`src/rtl/sram_req_arbiter_if.sv`:
```
// Sram-like request/response bus shared by the CPU requesters and the bridge.
// master drives the request payload; slave returns accept, response and read data.
interface sram_req_arbiter_if;
   logic        req;
   logic        wr;
   logic [1:0]  size;
   logic [3:0]  wstrb;
   logic [31:0] addr;
   logic [31:0] wdata;
   logic        addr_ok;
   logic        data_ok;
   logic [31:0] rdata;

   modport master (
      output req, wr, size, wstrb, addr, wdata,
      input  addr_ok, data_ok, rdata
   );

   modport slave (
      input  req, wr, size, wstrb, addr, wdata,
      output addr_ok, data_ok, rdata
   );
endinterface

```
`src/rtl/sram_req_arbiter.sv`:
```
// Two-into-one sram port arbiter: data has default priority, inst is forced
// after STARVE_MAX back-to-back data grants, and a presented request is held
// until it is accepted. A tag FIFO routes in-order responses to their owner.
//
// Grant lock states:
//   state        | meaning
//   GS_FREE      | no request pending on the bus, selection is open
//   GS_LOCK_INST | inst request presented but not yet accepted, inst held
//   GS_LOCK_DATA | data request presented but not yet accepted, data held
module sram_req_arbiter #(
   parameter int DEPTH      = 4,
   parameter int STARVE_MAX = 3
) (
   input  logic                     clk,
   input  logic                     resetn,
   sram_req_arbiter_if.slave        inst,
   sram_req_arbiter_if.slave        data,
   sram_req_arbiter_if.master       out,
   output logic [$clog2(DEPTH):0]   outstanding,
   output logic                     err_orphan
);

   localparam int PW = $clog2(DEPTH);
   localparam int CW = PW + 1;
   localparam int SW = $clog2(STARVE_MAX + 1);

   typedef enum logic [1:0] {
      GS_FREE      = 2'd0,
      GS_LOCK_INST = 2'd1,
      GS_LOCK_DATA = 2'd2
   } grant_state_t;

   grant_state_t     gs;
   grant_state_t     gs_nxt;
   logic             sel_data;
   logic             sel_req;
   logic             full;
   logic             empty;
   logic             accept;
   logic             pop;
   logic             head_tag;
   logic [DEPTH-1:0] tag_mem;
   logic [PW-1:0]    wr_ptr;
   logic [PW-1:0]    rd_ptr;
   logic [CW-1:0]    count;
   logic [SW-1:0]    starve_cnt;

   assign full        = (count == CW'(DEPTH));
   assign empty       = (count == '0);
   assign outstanding = count;

   // Pick the requester that owns the bus this cycle.
   always_comb begin
      sel_data = 1'b0;
      case (gs)
         GS_LOCK_INST: sel_data = 1'b0;
         GS_LOCK_DATA: sel_data = 1'b1;
         default: begin
            if (data.req && inst.req && (starve_cnt == SW'(STARVE_MAX)))
               sel_data = 1'b0;
            else if (data.req)
               sel_data = 1'b1;
            else
               sel_data = 1'b0;
         end
      endcase
   end

   assign sel_req   = sel_data ? data.req : inst.req;
   // Full uses the registered count only, so a pop frees a slot one cycle later.
   assign out.req   = resetn & sel_req & ~full;
   assign out.wr    = sel_data ? data.wr    : inst.wr;
   assign out.size  = sel_data ? data.size  : inst.size;
   assign out.wstrb = sel_data ? data.wstrb : inst.wstrb;
   assign out.addr  = sel_data ? data.addr  : inst.addr;
   assign out.wdata = sel_data ? data.wdata : inst.wdata;

   assign accept       = out.req & out.addr_ok;
   assign inst.addr_ok = accept & ~sel_data;
   assign data.addr_ok = accept & sel_data;

   assign pop           = resetn & out.data_ok & ~empty;
   assign head_tag      = tag_mem[rd_ptr];
   assign inst.data_ok  = pop & ~head_tag;
   assign data.data_ok  = pop & head_tag;
   assign inst.rdata    = out.rdata;
   assign data.rdata    = out.rdata;

   // Grant lock next state: hold an unaccepted request, release on accept or drop.
   always_comb begin
      gs_nxt = gs;
      if (accept)
         gs_nxt = GS_FREE;
      else if (out.req)
         gs_nxt = sel_data ? GS_LOCK_DATA : GS_LOCK_INST;
      else if ((gs != GS_FREE) && !sel_req)
         gs_nxt = GS_FREE;
   end

   // Grant lock state register.
   always_ff @(posedge clk) begin
      if (!resetn) gs <= GS_FREE;
      else         gs <= gs_nxt;
   end

   // Count data grants made while inst waits; any inst grant or idle inst clears it.
   always_ff @(posedge clk) begin
      if (!resetn)
         starve_cnt <= '0;
      else if (!inst.req || (accept && !sel_data))
         starve_cnt <= '0;
      else if (accept && sel_data && (starve_cnt != SW'(STARVE_MAX)))
         starve_cnt <= starve_cnt + SW'(1);
   end

   // Tag storage; contents are meaningless outside the occupied window.
   always_ff @(posedge clk) begin
      if (accept) tag_mem[wr_ptr] <= sel_data;
   end

   // Tag FIFO pointers and occupancy.
   always_ff @(posedge clk) begin
      if (!resetn) begin
         wr_ptr <= '0;
         rd_ptr <= '0;
         count  <= '0;
      end else begin
         if (accept) wr_ptr <= wr_ptr + PW'(1);
         if (pop)    rd_ptr <= rd_ptr + PW'(1);
         case ({accept, pop})
            2'b10:   count <= count + CW'(1);
            2'b01:   count <= count - CW'(1);
            default: count <= count;
         endcase
      end
   end

   // A response with nothing outstanding is flagged until the next reset.
   always_ff @(posedge clk) begin
      if (!resetn)                  err_orphan <= 1'b0;
      else if (out.data_ok && empty) err_orphan <= 1'b1;
   end

endmodule
```
`src/flat_wrapper.sv`:
```
// flat-port wrapper written by rule: the top's interface ports become plain ports
module sram_req_arbiter_flat 
#(
   parameter int DEPTH      = 4,
   parameter int STARVE_MAX = 3
)
  (clk, resetn, outstanding, err_orphan, inst_req, inst_wr, inst_size, inst_wstrb, inst_addr, inst_wdata, inst_addr_ok, inst_data_ok, inst_rdata, data_req, data_wr, data_size, data_wstrb, data_addr, data_wdata, data_addr_ok, data_data_ok, data_rdata, out_req, out_wr, out_size, out_wstrb, out_addr, out_wdata, out_addr_ok, out_data_ok, out_rdata);
  sram_req_arbiter_if inst_i ();
  sram_req_arbiter_if data_i ();
  sram_req_arbiter_if out_i ();
  input  logic clk;
  input  logic resetn;
  output logic [$clog2(DEPTH):0] outstanding;
  output logic err_orphan;
  input wire logic [$bits(inst_i.req)-1:0] inst_req;
  input wire logic [$bits(inst_i.wr)-1:0] inst_wr;
  input wire logic [$bits(inst_i.size)-1:0] inst_size;
  input wire logic [$bits(inst_i.wstrb)-1:0] inst_wstrb;
  input wire logic [$bits(inst_i.addr)-1:0] inst_addr;
  input wire logic [$bits(inst_i.wdata)-1:0] inst_wdata;
  output wire logic [$bits(inst_i.addr_ok)-1:0] inst_addr_ok;
  output wire logic [$bits(inst_i.data_ok)-1:0] inst_data_ok;
  output wire logic [$bits(inst_i.rdata)-1:0] inst_rdata;
  input wire logic [$bits(data_i.req)-1:0] data_req;
  input wire logic [$bits(data_i.wr)-1:0] data_wr;
  input wire logic [$bits(data_i.size)-1:0] data_size;
  input wire logic [$bits(data_i.wstrb)-1:0] data_wstrb;
  input wire logic [$bits(data_i.addr)-1:0] data_addr;
  input wire logic [$bits(data_i.wdata)-1:0] data_wdata;
  output wire logic [$bits(data_i.addr_ok)-1:0] data_addr_ok;
  output wire logic [$bits(data_i.data_ok)-1:0] data_data_ok;
  output wire logic [$bits(data_i.rdata)-1:0] data_rdata;
  output wire logic [$bits(out_i.req)-1:0] out_req;
  output wire logic [$bits(out_i.wr)-1:0] out_wr;
  output wire logic [$bits(out_i.size)-1:0] out_size;
  output wire logic [$bits(out_i.wstrb)-1:0] out_wstrb;
  output wire logic [$bits(out_i.addr)-1:0] out_addr;
  output wire logic [$bits(out_i.wdata)-1:0] out_wdata;
  input wire logic [$bits(out_i.addr_ok)-1:0] out_addr_ok;
  input wire logic [$bits(out_i.data_ok)-1:0] out_data_ok;
  input wire logic [$bits(out_i.rdata)-1:0] out_rdata;
  assign inst_i.req = inst_req;
  assign inst_i.wr = inst_wr;
  assign inst_i.size = inst_size;
  assign inst_i.wstrb = inst_wstrb;
  assign inst_i.addr = inst_addr;
  assign inst_i.wdata = inst_wdata;
  assign inst_addr_ok = inst_i.addr_ok;
  assign inst_data_ok = inst_i.data_ok;
  assign inst_rdata = inst_i.rdata;
  assign data_i.req = data_req;
  assign data_i.wr = data_wr;
  assign data_i.size = data_size;
  assign data_i.wstrb = data_wstrb;
  assign data_i.addr = data_addr;
  assign data_i.wdata = data_wdata;
  assign data_addr_ok = data_i.addr_ok;
  assign data_data_ok = data_i.data_ok;
  assign data_rdata = data_i.rdata;
  assign out_req = out_i.req;
  assign out_wr = out_i.wr;
  assign out_size = out_i.size;
  assign out_wstrb = out_i.wstrb;
  assign out_addr = out_i.addr;
  assign out_wdata = out_i.wdata;
  assign out_i.addr_ok = out_addr_ok;
  assign out_i.data_ok = out_data_ok;
  assign out_i.rdata = out_rdata;
  sram_req_arbiter #(.DEPTH(DEPTH), .STARVE_MAX(STARVE_MAX)) u_core (.clk(clk), .resetn(resetn), .inst(inst_i), .data(data_i), .out(out_i), .outstanding(outstanding), .err_orphan(err_orphan));
endmodule
```
`config.mk`:
```
export PLATFORM = sky130hd
export DESIGN_NAME = sram_req_arbiter_flat
export DESIGN_NICKNAME = d
export VERILOG_FILES = /design/src/rtl/sram_req_arbiter_if.sv /design/src/rtl/sram_req_arbiter.sv /design/src/flat_wrapper.sv
export SDC_FILE = /design/constraint.sdc
export NUM_CORES = 1
export LEC_CHECK = 0
export BUFFER_PORTS_ARGS = -buffer_cell sky130_fd_sc_hd__buf_4
export CAP_MARGIN = 20
export CORE_AREA = 2 2 127 129
export DETAILED_ROUTE_END_ITERATION = 8
export DIE_AREA = 0 0 129 131
export PLACE_DENSITY_LB_ADDON = 0.25
export SYNTH_ARGS = -nofsm -noshare
export SYNTH_HDL_FRONTEND = slang
export SYNTH_SLANG_ARGS = --single-unit
export TNS_END_PERCENT = 50
```
`constraint.sdc`:
```
create_clock -name clk -period 2.45 [get_ports clk]
set_input_delay 0.245 -clock clk [delete_from_list [all_inputs] [get_ports clk]]
set_output_delay 0.245 -clock clk [all_outputs]
set_load 0.005 [all_outputs]
```
# Yosys cells after proc, flatten, opt, wreduce, memory -nomap -nowiden
# Index checks and enable logic that the tools add are counted.
totals:
  ramBits: 0
  word_cells: 72
  ff_bits: 16
  latch_bits: 0
  output_inout_bits: 144
  memories: 0
  mem_bits_ro: 0
  inputBits: 180
op_classes:
  n_shift: 0
  magnitude_cmp: 3
  n_eq_ne: 7
  div: 0
  mul: 0
  bitwise: 14
  addsub: 5
  reduce_logical: 18
  mux: 18
op_table:
  columns: ["operator", "count"]
  rows:
  - ["2-to-1 mux 32 bit", 2]
  - ["AND 1 bit", 9]
  - ["logical AND 1 bit", 8]
  - ["2-to-1 mux 2 bit", 4]
  - ["adder 2 x 1 -> 2 bit (second input constant)", 3]
  - ["equality test 2 bit (second input constant)", 3]
  - ["less-than comparator 2 x 3 -> 1 bit (second input constant)", 2]
  - ["2-to-1 mux 1 bit", 6]
  - ["one-hot mux 3 bit (2 select lines)", 1]
  - ["nonzero test 2 bit", 3]
  - ["inverter 1 bit", 5]
  - ["bitwise mux 4 bit", 1]
  - ["equality test 2 x 1 -> 1 bit (second input constant)", 2]
  - ["2-to-1 mux 4 bit", 1]
  - ["OR reduction 2 bit", 2]
  - ["adder 3 x 1 -> 3 bit (second input constant)", 1]
  - ["equality test 3 bit (second input constant)", 1]
  - ["logical NOT 1 bit", 3]
  - ["logical NOT 3 bit", 1]
  - ["subtractor 3 x 1 -> 3 bit (second input constant)", 1]
  - ["binary-select mux 1 bit (select 2 bit)", 1]
  - ["demux 1 bit (select 2 bit)", 1]
  - [">= comparator 2 x 1 -> 1 bit (second input constant)", 1]
  - ["inequality test 2 bit (second input constant)", 1]
  - ["2 further kinds", 2]

# Longest topological paths before layout
# Gate-level depths: netlist of run 1.
depth:
  depth_word: 11
  depth_mapped: 12
  ltp_nobuf: 11

# Least setup slack after synthesis of run 1
# OpenSTA, ideal clock, no wires.
synth_timing:
  path_type: "register -> register"
  startpoint: "register u_core.gs[1]"
  endpoint: "register u_core.count[2] (netlist: u_core.outstanding[2])"
  arrival_time_ns: 2.651
  path_stages_with_launch: 13
  synth_period_minus_slack_ns: 2.726
  setup_time_ns: 0.076
  n_path_buf: 1
  path_slack_ns: -0.276
  required_time_ns: 2.374
  path_cell_list: "dfxtp_1 -> inv_1 -> ha_1 -> or3b_1 -> o2111a_1 -> buf_6 -> nand2_1 -> ha_1 -> inv_1 -> fa_1 -> xor2_1 -> or3_1 -> a21boi_0"
synth_between:
  elab_chain_cells: 8
  word_cells_on_any_way: 11
  cone_classes: "eq/ne: 4; mux: 3; bitwise: 3; reduce/logical: 1"
synth_lines:
  columns: ["element", "line", "source"]
  rows:
  - ["start: declaration", "sram_req_arbiter.sv:33", "grant_state_t gs;"]
  - ["start signal: assignment", "sram_req_arbiter.sv:103", "else gs <= gs_nxt;"]
  - ["equality test 2 bit / equality test 2 x 1 -> 1 bit (equally long branches)", "sram_req_arbiter.sv:55", "case (gs)"]
  - ["one-hot mux 1 bit (2 select lines) (*)", "sram_req_arbiter.sv:55", null]
  - ["2-to-1 mux 1 bit (*)", "sram_req_arbiter.sv:69", "assign sel_req = sel_data ? data.req : inst.req;"]
  - ["AND 1 bit (*) (2 in a row)", "sram_req_arbiter.sv:71", "assign out.req = resetn & sel_req & ~full;"]
  - ["via out_req", "flat_wrapper.sv:33", "output wire logic [$bits(out_i.req)-1:0] out_req;"]
  - ["AND 1 bit (*)", "sram_req_arbiter.sv:78", "assign accept = out.req & out.addr_ok;"]
  - ["equality test 2 x 1 -> 1 bit / equality test 2 bit (equally long branches)", "sram_req_arbiter.sv:130", "case ({accept, pop})"]
  - ["one-hot mux 3 bit (2 select lines) / nonzero test 2 bit (equally long branches)", null, null]
  - ["end signal: assignment", "sram_req_arbiter.sv:131", "2'b10: count <= count + CW'(1);"]
  - ["end signal: assignment", "sram_req_arbiter.sv:132", "2'b01: count <= count - CW'(1);"]
  - ["end signal: assignment", "sram_req_arbiter.sv:133", "default: count <= count;"]
  - ["end: declaration", "sram_req_arbiter.sv:45", "logic [CW-1:0] count;"]
# Mark *: on every way through the listed nets, which the timed path passes. The rest lies on a longest branch.
# A chain may end at the register's enable or synchronous reset.

# Worst setup path after layout of run 1
layout_timing:
  startpoint: "register u_core.gs[1]"
  endpoint: "register u_core.count[2] (netlist: u_core.outstanding[2])"
layout_between:
  elab_chain_cells: 8
  word_cells_on_any_way: 11
  cone_classes: "eq/ne: 4; mux: 3; bitwise: 3; reduce/logical: 1"
layout_lines:
  columns: ["element", "line"]
  rows:
  - ["equality test 2 bit / equality test 2 x 1 -> 1 bit (equally long branches)", "sram_req_arbiter.sv:55"]
  - ["one-hot mux 1 bit (2 select lines) (*)", "sram_req_arbiter.sv:55"]
  - ["2-to-1 mux 1 bit (*)", "sram_req_arbiter.sv:69"]
  - ["AND 1 bit (*) (2 in a row)", "sram_req_arbiter.sv:71"]
  - ["AND 1 bit (*)", "sram_req_arbiter.sv:78"]
  - ["equality test 2 x 1 -> 1 bit / equality test 2 bit (equally long branches)", "sram_req_arbiter.sv:130"]
  - ["one-hot mux 3 bit (2 select lines) / nonzero test 2 bit (equally long branches)", null]
# Every way passes the cells marked *; elsewhere a longest branch is shown, timed or not.

==> flow_metrics.tcl, run 1 <==
set metrics [dict create \
    result_of_the_run "completed" \
    initial_utilization 0.158 \
    timing.setup.tns_ns 0 \
    timing.clock.skew_ns 0.00313 \
    yosys.area_share.xor_xnor 0.0177 \
    drt_first_pass_iters 4 \
    dieWidth_um 129 \
    synth-compound-area-share 0.0502 \
    syn-cell-area_um2 2470 \
    seq_area_frac_synth 0.146 \
    power_density_nw_per_um2 344 \
    cts-root-to-sink-buffers 2 \
    path_cells "inv_2 -> ha_4 -> or3b_4 -> o2111a_2 -> nand2_4 -> ha_4 -> inv_2 -> fa_2 -> xor2_2 -> or3_1 -> a21boi_1" \
    timing.reg2reg.setup_slack_ns 0.02 \
    muxShareOfSynthArea 0.407 \
    cp_num_cells 11 \
    data_arrival_critical_path_ns 2.62 \
    worst-setup-path-type "flip-flop to flip-flop" \
    yosys.area.top_type "mux2_4" \
    footprint_of_the_multi_input_gates_um2 1560 \
    final_nets 610 \
    post-synth-top-area-fraction 0.280 \
    synth_adder_area_share 0.0487 \
    io_buffer_count 227 \
    critical_path.endpoint "u_core.outstanding[2]" \
    ff_latch_count_synth 16 \
    detail_route.wl_per_cell_um 14.2 \
    route.antenna.remaining_nets 0 \
    timing.critical_path.fanout_max 3 \
    antenna_found_initial 0 \
    worst_pin_slew_ns 0.526 \
    cp.buffers_inverters 2 \
    timing.critical_path.slowest_stage_cell "or3b_4" \
    floorplan.io_pins 324 \
    whs_path_depth 3 \
    clock-root-buffer "clkbuf_16" \
    antennaDiodeCount 0 \
    placed_cells_incl_taps 614 \
    num_rows 46 \
    post-dp-hpwl_um 7180 \
    timing_hold_violations_final 0 \
    setup-violations-final 0 \
    crit-reg2reg-launch "u_core.gs[1]" \
    area.growth.synth_to_final_pct 79.4 \
    cts_made_buffers 3 \
    cts.htree.levels 1 \
    finalCritPeriodShare 0.992 \
    seq_area_um2 362 \
    timing_max_transition_violations_final 0 \
    timing.rr.end "u_core.outstanding[2]" \
    core_region_area_um2 15600 \
    whs_ns 0.268 \
    power_leakage_nw 2.21 \
    cpLargestDelayFamily "simple AND/OR/NAND/NOR gates" \
    cts_tree "done" \
    netlist-cell-type-count 43 \
    die_h_um 131 \
    syn_avg_cell_area_um2 10.5 \
    critPathMaxStageDelay_ns 0.37 \
    min_path_type "input pin to flip-flop" \
    crit_required_ns 2.64 \
    final_common_cell "buf_4" \
    detail_route.wirelength_um 9040 \
    grt_residual_overflow 0 \
    pwr-share-clk 0.214 \
    clk-insertion-delay-late_ns 0.25 \
    avgViaCountPerCell 3.70 \
    drc 0 \
    drv.max_cap_violation_count 0 \
    commonest_non_fill_non_tap_cells_in_the_layout "buf_4 (226), mux2_4 (46), mux2_2 (25)" \
    crit_path_end_kind "flip-flop" \
    clock_transition_time_at_the_flip_flop_clock_pins_of_the_worst_setup_and_hold_paths_ns 0.05 \
    tritoncts_num_sinks 16 \
    drt_iter0_markers 39 \
    layout-drive-gt1-share 0.829 \
    pin_count_of_the_biggest_net_entering_global_routing 28 \
    num_vias 2351 \
    via_count_of_the_first_global_routing_pass 2200 \
    grt_setup_unrepaired "yes" \
    critical_path.startpoint "u_core.gs[1]" \
    switching_share 0.268 \
    total_die_area_um2 16900 \
    maxSlewHeadroom 0.645 \
    final_period_minus_worst_setup_slack_ns 2.43 \
    intPower_mw 1.11 \
    synth_nets 424 \
    rr_worst_depth 11 \
    non_filler_cells_final 636 \
    post_synth_main_area_contributors "mux2_4 (28%), buf_4 (19%), mux2_2 (11%)" \
    layout.filler_cells 1659 \
    global_route.usage.total 0.0826 \
    post_synth_and_or_nand_nor_area_fraction 0.0831 \
    synthCells 235 \
    seq_power_share 0.195 \
    combinationalPowerShare 0.591 \
    grt_first_pass_wirelength_um 11000 \
    dominant_combinational_cell_family_by_area_after_synthesis "multiplexers" \
    place_congestion 0.701 \
    ys.warnings.count 0 \
    switching_power_mw 0.408 \
    cts.hold.buffers_added 0 \
    max_clock_freq_ghz 0.411 \
    start_kind "flip-flop" \
    vdd_drop_max_v 0.000203 \
]
==> power groups by stage <==
stage	Clock (mW)	Sequential, mW	Combinational [mW]
after floorplan	0	0.305	0.444
after global placement	0	0.303	0.788
after global routing	0.343	0.299	0.968
after CTS	0.334	0.297	0.802
after detailed placement	0	0.303	0.794
final	0.326	0.297	0.900
==> worst min path at each step <==
stage | start | endpoint | slack (ns)
finish | out_data_ok | u_core.err_orphan | 0.27
global route | out_data_ok | u_core.err_orphan | 0.28
CTS | out_data_ok | u_core.err_orphan | 0.27
detailed placement | u_core.gs[1] | u_core.gs[1] | 0.49
global placement | u_core.starve_cnt[1] | u_core.starve_cnt[1] | 0.47
floorplan | resetn | u_core.gs[0] | 0.40
==> metal layers <==
layer	global-route usage	up-vias	wire length (µm)
met4	0.0275	0	105
met3	0.0415	16	1160
met2	0.142	156	4600
met1	0.0888	1051	3170
li1	-	1128	-
met5	0	-	0
==> layout make-up <==
cell class	count	area share
inverters	9	0.0107
well taps	216	0.0610
clock inverters	1	0.000848
repair inverters	1	0.00141
flip-flops and latches	16	0.0817
repair buffers	254	0.476
clock buffers	3	0.0170
multi-input cells	136	0.352
==> worst reg2reg max path, delay by kind of cell (launching register included) <==
kind	cells	cell delay (ns)
AO/OA/AOI/OAI	2	0.27
adder cells (fa/ha/maj)	3	0.74
XOR/XNOR	1	0.16
AND/OR/NAND/NOR	3	0.76
buffers and inverters	2	0.08
flip-flops	1	0.34
==> kinds of logic (layout without fill, tap and decap cells) <==
logic type / count (synthesis) / after routing
adders and majority gates: 9 / 9
AOI/OAI and AO/OA: 15 / 15
and+or+nand+nor: 34 / 34
DFF: 16 / 16
buffers and inverters: 83 / 268
muxes: 73 / 73
xor gates and xnor gates: 5 / 5
==> per-stage QoR <==
step / util / setup WS [ns] / power [mW] / cell area (µm²)
after floorplan: - / 0.00364 / 0.749 / 2510
after global placement: 0.257 / 0.0890 / 1.09 / 4010
after detailed placement: 0.257 / 0.0272 / 1.10 / 4010
after CTS: 0.263 / -0.00501 / 1.43 / 4100
after global routing: 0.284 / -0.0713 / 1.61 / 4430
final: 0.284 / 0.0184 / 1.52 / 4430
==> Yosys cell counts (all sizes together) <==
cell	instances
buf	73
mux2	71
dfxtp	12
inv	9
ha	8
and2	6
and3	4
edfxtp	4
nand2	4
nand3	4
nor2b	4
a21oi	3
xnor2	3
a21boi	2
nor2	2
nor3	2
o21ai	2
o22ai	2
or3	2
or3b	2
xor2	2
a22oi	1
a41o	1
clkbuf	1
fa	1
mux2i	1
mux4	1
nand2b	1
nand3b	1
o2111a	1
o2111ai	1
o311a	1
o311ai	1
or2b	1
or4b	1
==> what timing repair did <==
item                                    CTS  global route
gates cloned                              0             4
endpoints found under the setup margin   65            66
buffers inserted                          1            13
pin swaps                                 1             3
gates resized for setup                   1            33
==> registers in the layout, indices dropped and copies added (netlist names) <==
name                cells
u_core.wr_ptr           2
u_core.rd_ptr           2
u_core.err_orphan       1
u_core.tag_mem          4
u_core.starve_cnt       2
u_core.gs               2
u_core.outstanding      3
(Power assumes the default switching activity.)
==> inputs of run 2 (changes only) <==
RECOVER_POWER = 100   (was not set)
clock period = 3.05 ns   (was 2.45 ns; I/O delays follow)
==> flow_metrics.tcl, run 2 (synthesis gave the netlist of run 1 again) <==
set metrics [dict create \
    timing_hold_violations_final 0 \
    largest_register_ff_count 4 \
    busiest_layer "met2" \
    cts_tree "done" \
    pwr-share-clk 0.250 \
    io_buffer_count 227 \
    final_common_cell "buf_4" \
    placed_cells_incl_taps 608 \
    via_count_of_the_first_global_routing_pass 2119 \
    pin_count_of_the_biggest_net_entering_global_routing 35 \
    clk-insertion-delay-late_ns 0.24 \
    global_route.usage.total 0.0782 \
    met3_usage 0.0379 \
    non_filler_cells_final 612 \
    largest_register "u_core.tag_mem" \
    intPower_mw 0.745 \
    place_congestion 0.730 \
    route.antenna.remaining_nets 0 \
    clock_transition_time_at_the_flip_flop_clock_pins_of_the_worst_setup_and_hold_paths_ns 0.05 \
    avgViaCountPerCell 3.66 \
    cts.htree.levels 1 \
    final_nets 586 \
    switching_share 0.275 \
    dieWidth_um 129 \
    combinationalPowerShare 0.514 \
    layout-drive-gt1-share 0.646 \
    clock-root-buffer "clkbuf_16" \
    num_rows 46 \
    postCtsResizedCells 0 \
    grt_setup_unrepaired "no" \
    drt_first_pass_iters 4 \
    grt_first_pass_wirelength_um 10500 \
    setup-violations-final 0 \
    final_period_minus_worst_setup_slack_ns 2.76 \
    antennaDiodeCount 0 \
    power_density_nw_per_um2 272 \
    timing_max_transition_violations_final 0 \
    initial_utilization 0.158 \
    tritoncts_num_sinks 16 \
    drv.max_cap_violation_count 0 \
    timing.critical_path.fanout_max 34 \
    cts-root-to-sink-buffers 2 \
    grt_util_met2 0.136 \
    finalCritPeriodShare 0.906 \
    detail_route.wl_per_cell_um 13.2 \
    core_region_area_um2 15600 \
    floorplan.io_pins 324 \
    crit_path_end_kind "output port" \
    start_kind "flip-flop" \
    commonest_non_fill_non_tap_cells_in_the_layout "buf_4 (198), mux2_1 (47), clkbuf_4 (24)" \
    post-dp-hpwl_um 6960 \
    max_clock_freq_ghz 0.362 \
    worst-setup-path-type "flip-flop to output port" \
    seq_power_share 0.235 \
    antenna_found_initial 0 \
    maxSlewHeadroom 0.678 \
    power_leakage_nw 1.78 \
    cts_made_buffers 3 \
    area.growth.synth_to_final_pct 53.3 \
    switching_power_mw 0.283 \
    grt_util_met1 0.0878 \
    result_of_the_run "completed" \
    vdd_drop_max_v 0.000162 \
    min_path_type "input pin to flip-flop" \
    cts.hold.buffers_added 0 \
    data_arrival_critical_path_ns 2.46 \
    post_cts_setup_buffer_count 0 \
    num_vias 2239 \
    total_die_area_um2 16900 \
    drt_iter0_markers 38 \
    timing.setup.tns_ns 0 \
    drc 0 \
    timing.reg2reg.setup_slack_ns 0.33 \
    die_h_um 131 \
    grt_residual_overflow 0 \
    worst_pin_slew_ns 0.477 \
    detail_route.wirelength_um 8050 \
    timing.clock.skew_ns 0.000747 \
    crit_required_ns 2.74 \
]
[run 2: path summary, 6_finish.rpt]
| check | from | end | cells past startpoint |
|---|---|---|---|
| max | u_core.gs[1] | out_wdata[18] | 8 |
| min reg2reg | u_core.err_orphan | u_core.err_orphan | 2 |
| max reg2reg | u_core.gs[1] | u_core.outstanding[2] | 11 |
| min | out_data_ok | u_core.err_orphan | 3 |
[run 2: cell type report]
type	count	area, µm²
flip-flops and latches	16	360
clock inverters	1	3.75
multi-input cells	136	1320
clock buffers	3	75.1
inverters	9	36.3
repair buffers	231	1720
fillers	1748	11800
well taps	216	270
[run 2: per-layer routing]
metal	vias to the layer above	wire length [µm]
met2	168	4010
met5	-	0
li1	1077	-
met1	990	2930
met4	0	31
met3	4	1070
[run 2: per-stage QoR]
stage	power, mW	worst slack, ns	cell area (µm²)	hold slack, ns	util
after detailed placement	0.861	0.288	3910	0.484	0.251
after global routing	1.10	0.128	3780	0.353	0.243
after CTS	1.13	0.255	3990	0.326	0.256
after floorplan	0.595	0.324	2470	0.457	-
after global placement	0.855	0.369	3910	0.472	0.251
final	1.03	0.287	3780	0.325	0.243
[run 2: critical path: stages, from the launching register on]
cell and delay (ns):
dfxtp_1 0.35, inv_1 0.05, ha_1 0.33, nor2b_1 0.18
a22oi_2 0.13, inv_4 0.32, buf_12 0.26, mux2_1 0.40
buf_4 0.16
[run 2: power groups by stage]
stage	Combinational, mW	Sequential (mW)	Clock [mW]
6_report	0.529	0.242	0.258
5_1_grt	0.578	0.245	0.278
3_5_place_dp	0.614	0.247	0
3_3_place_gp	0.609	0.246	0
4_1_cts	0.616	0.242	0.266
2_1_floorplan	0.350	0.245	0
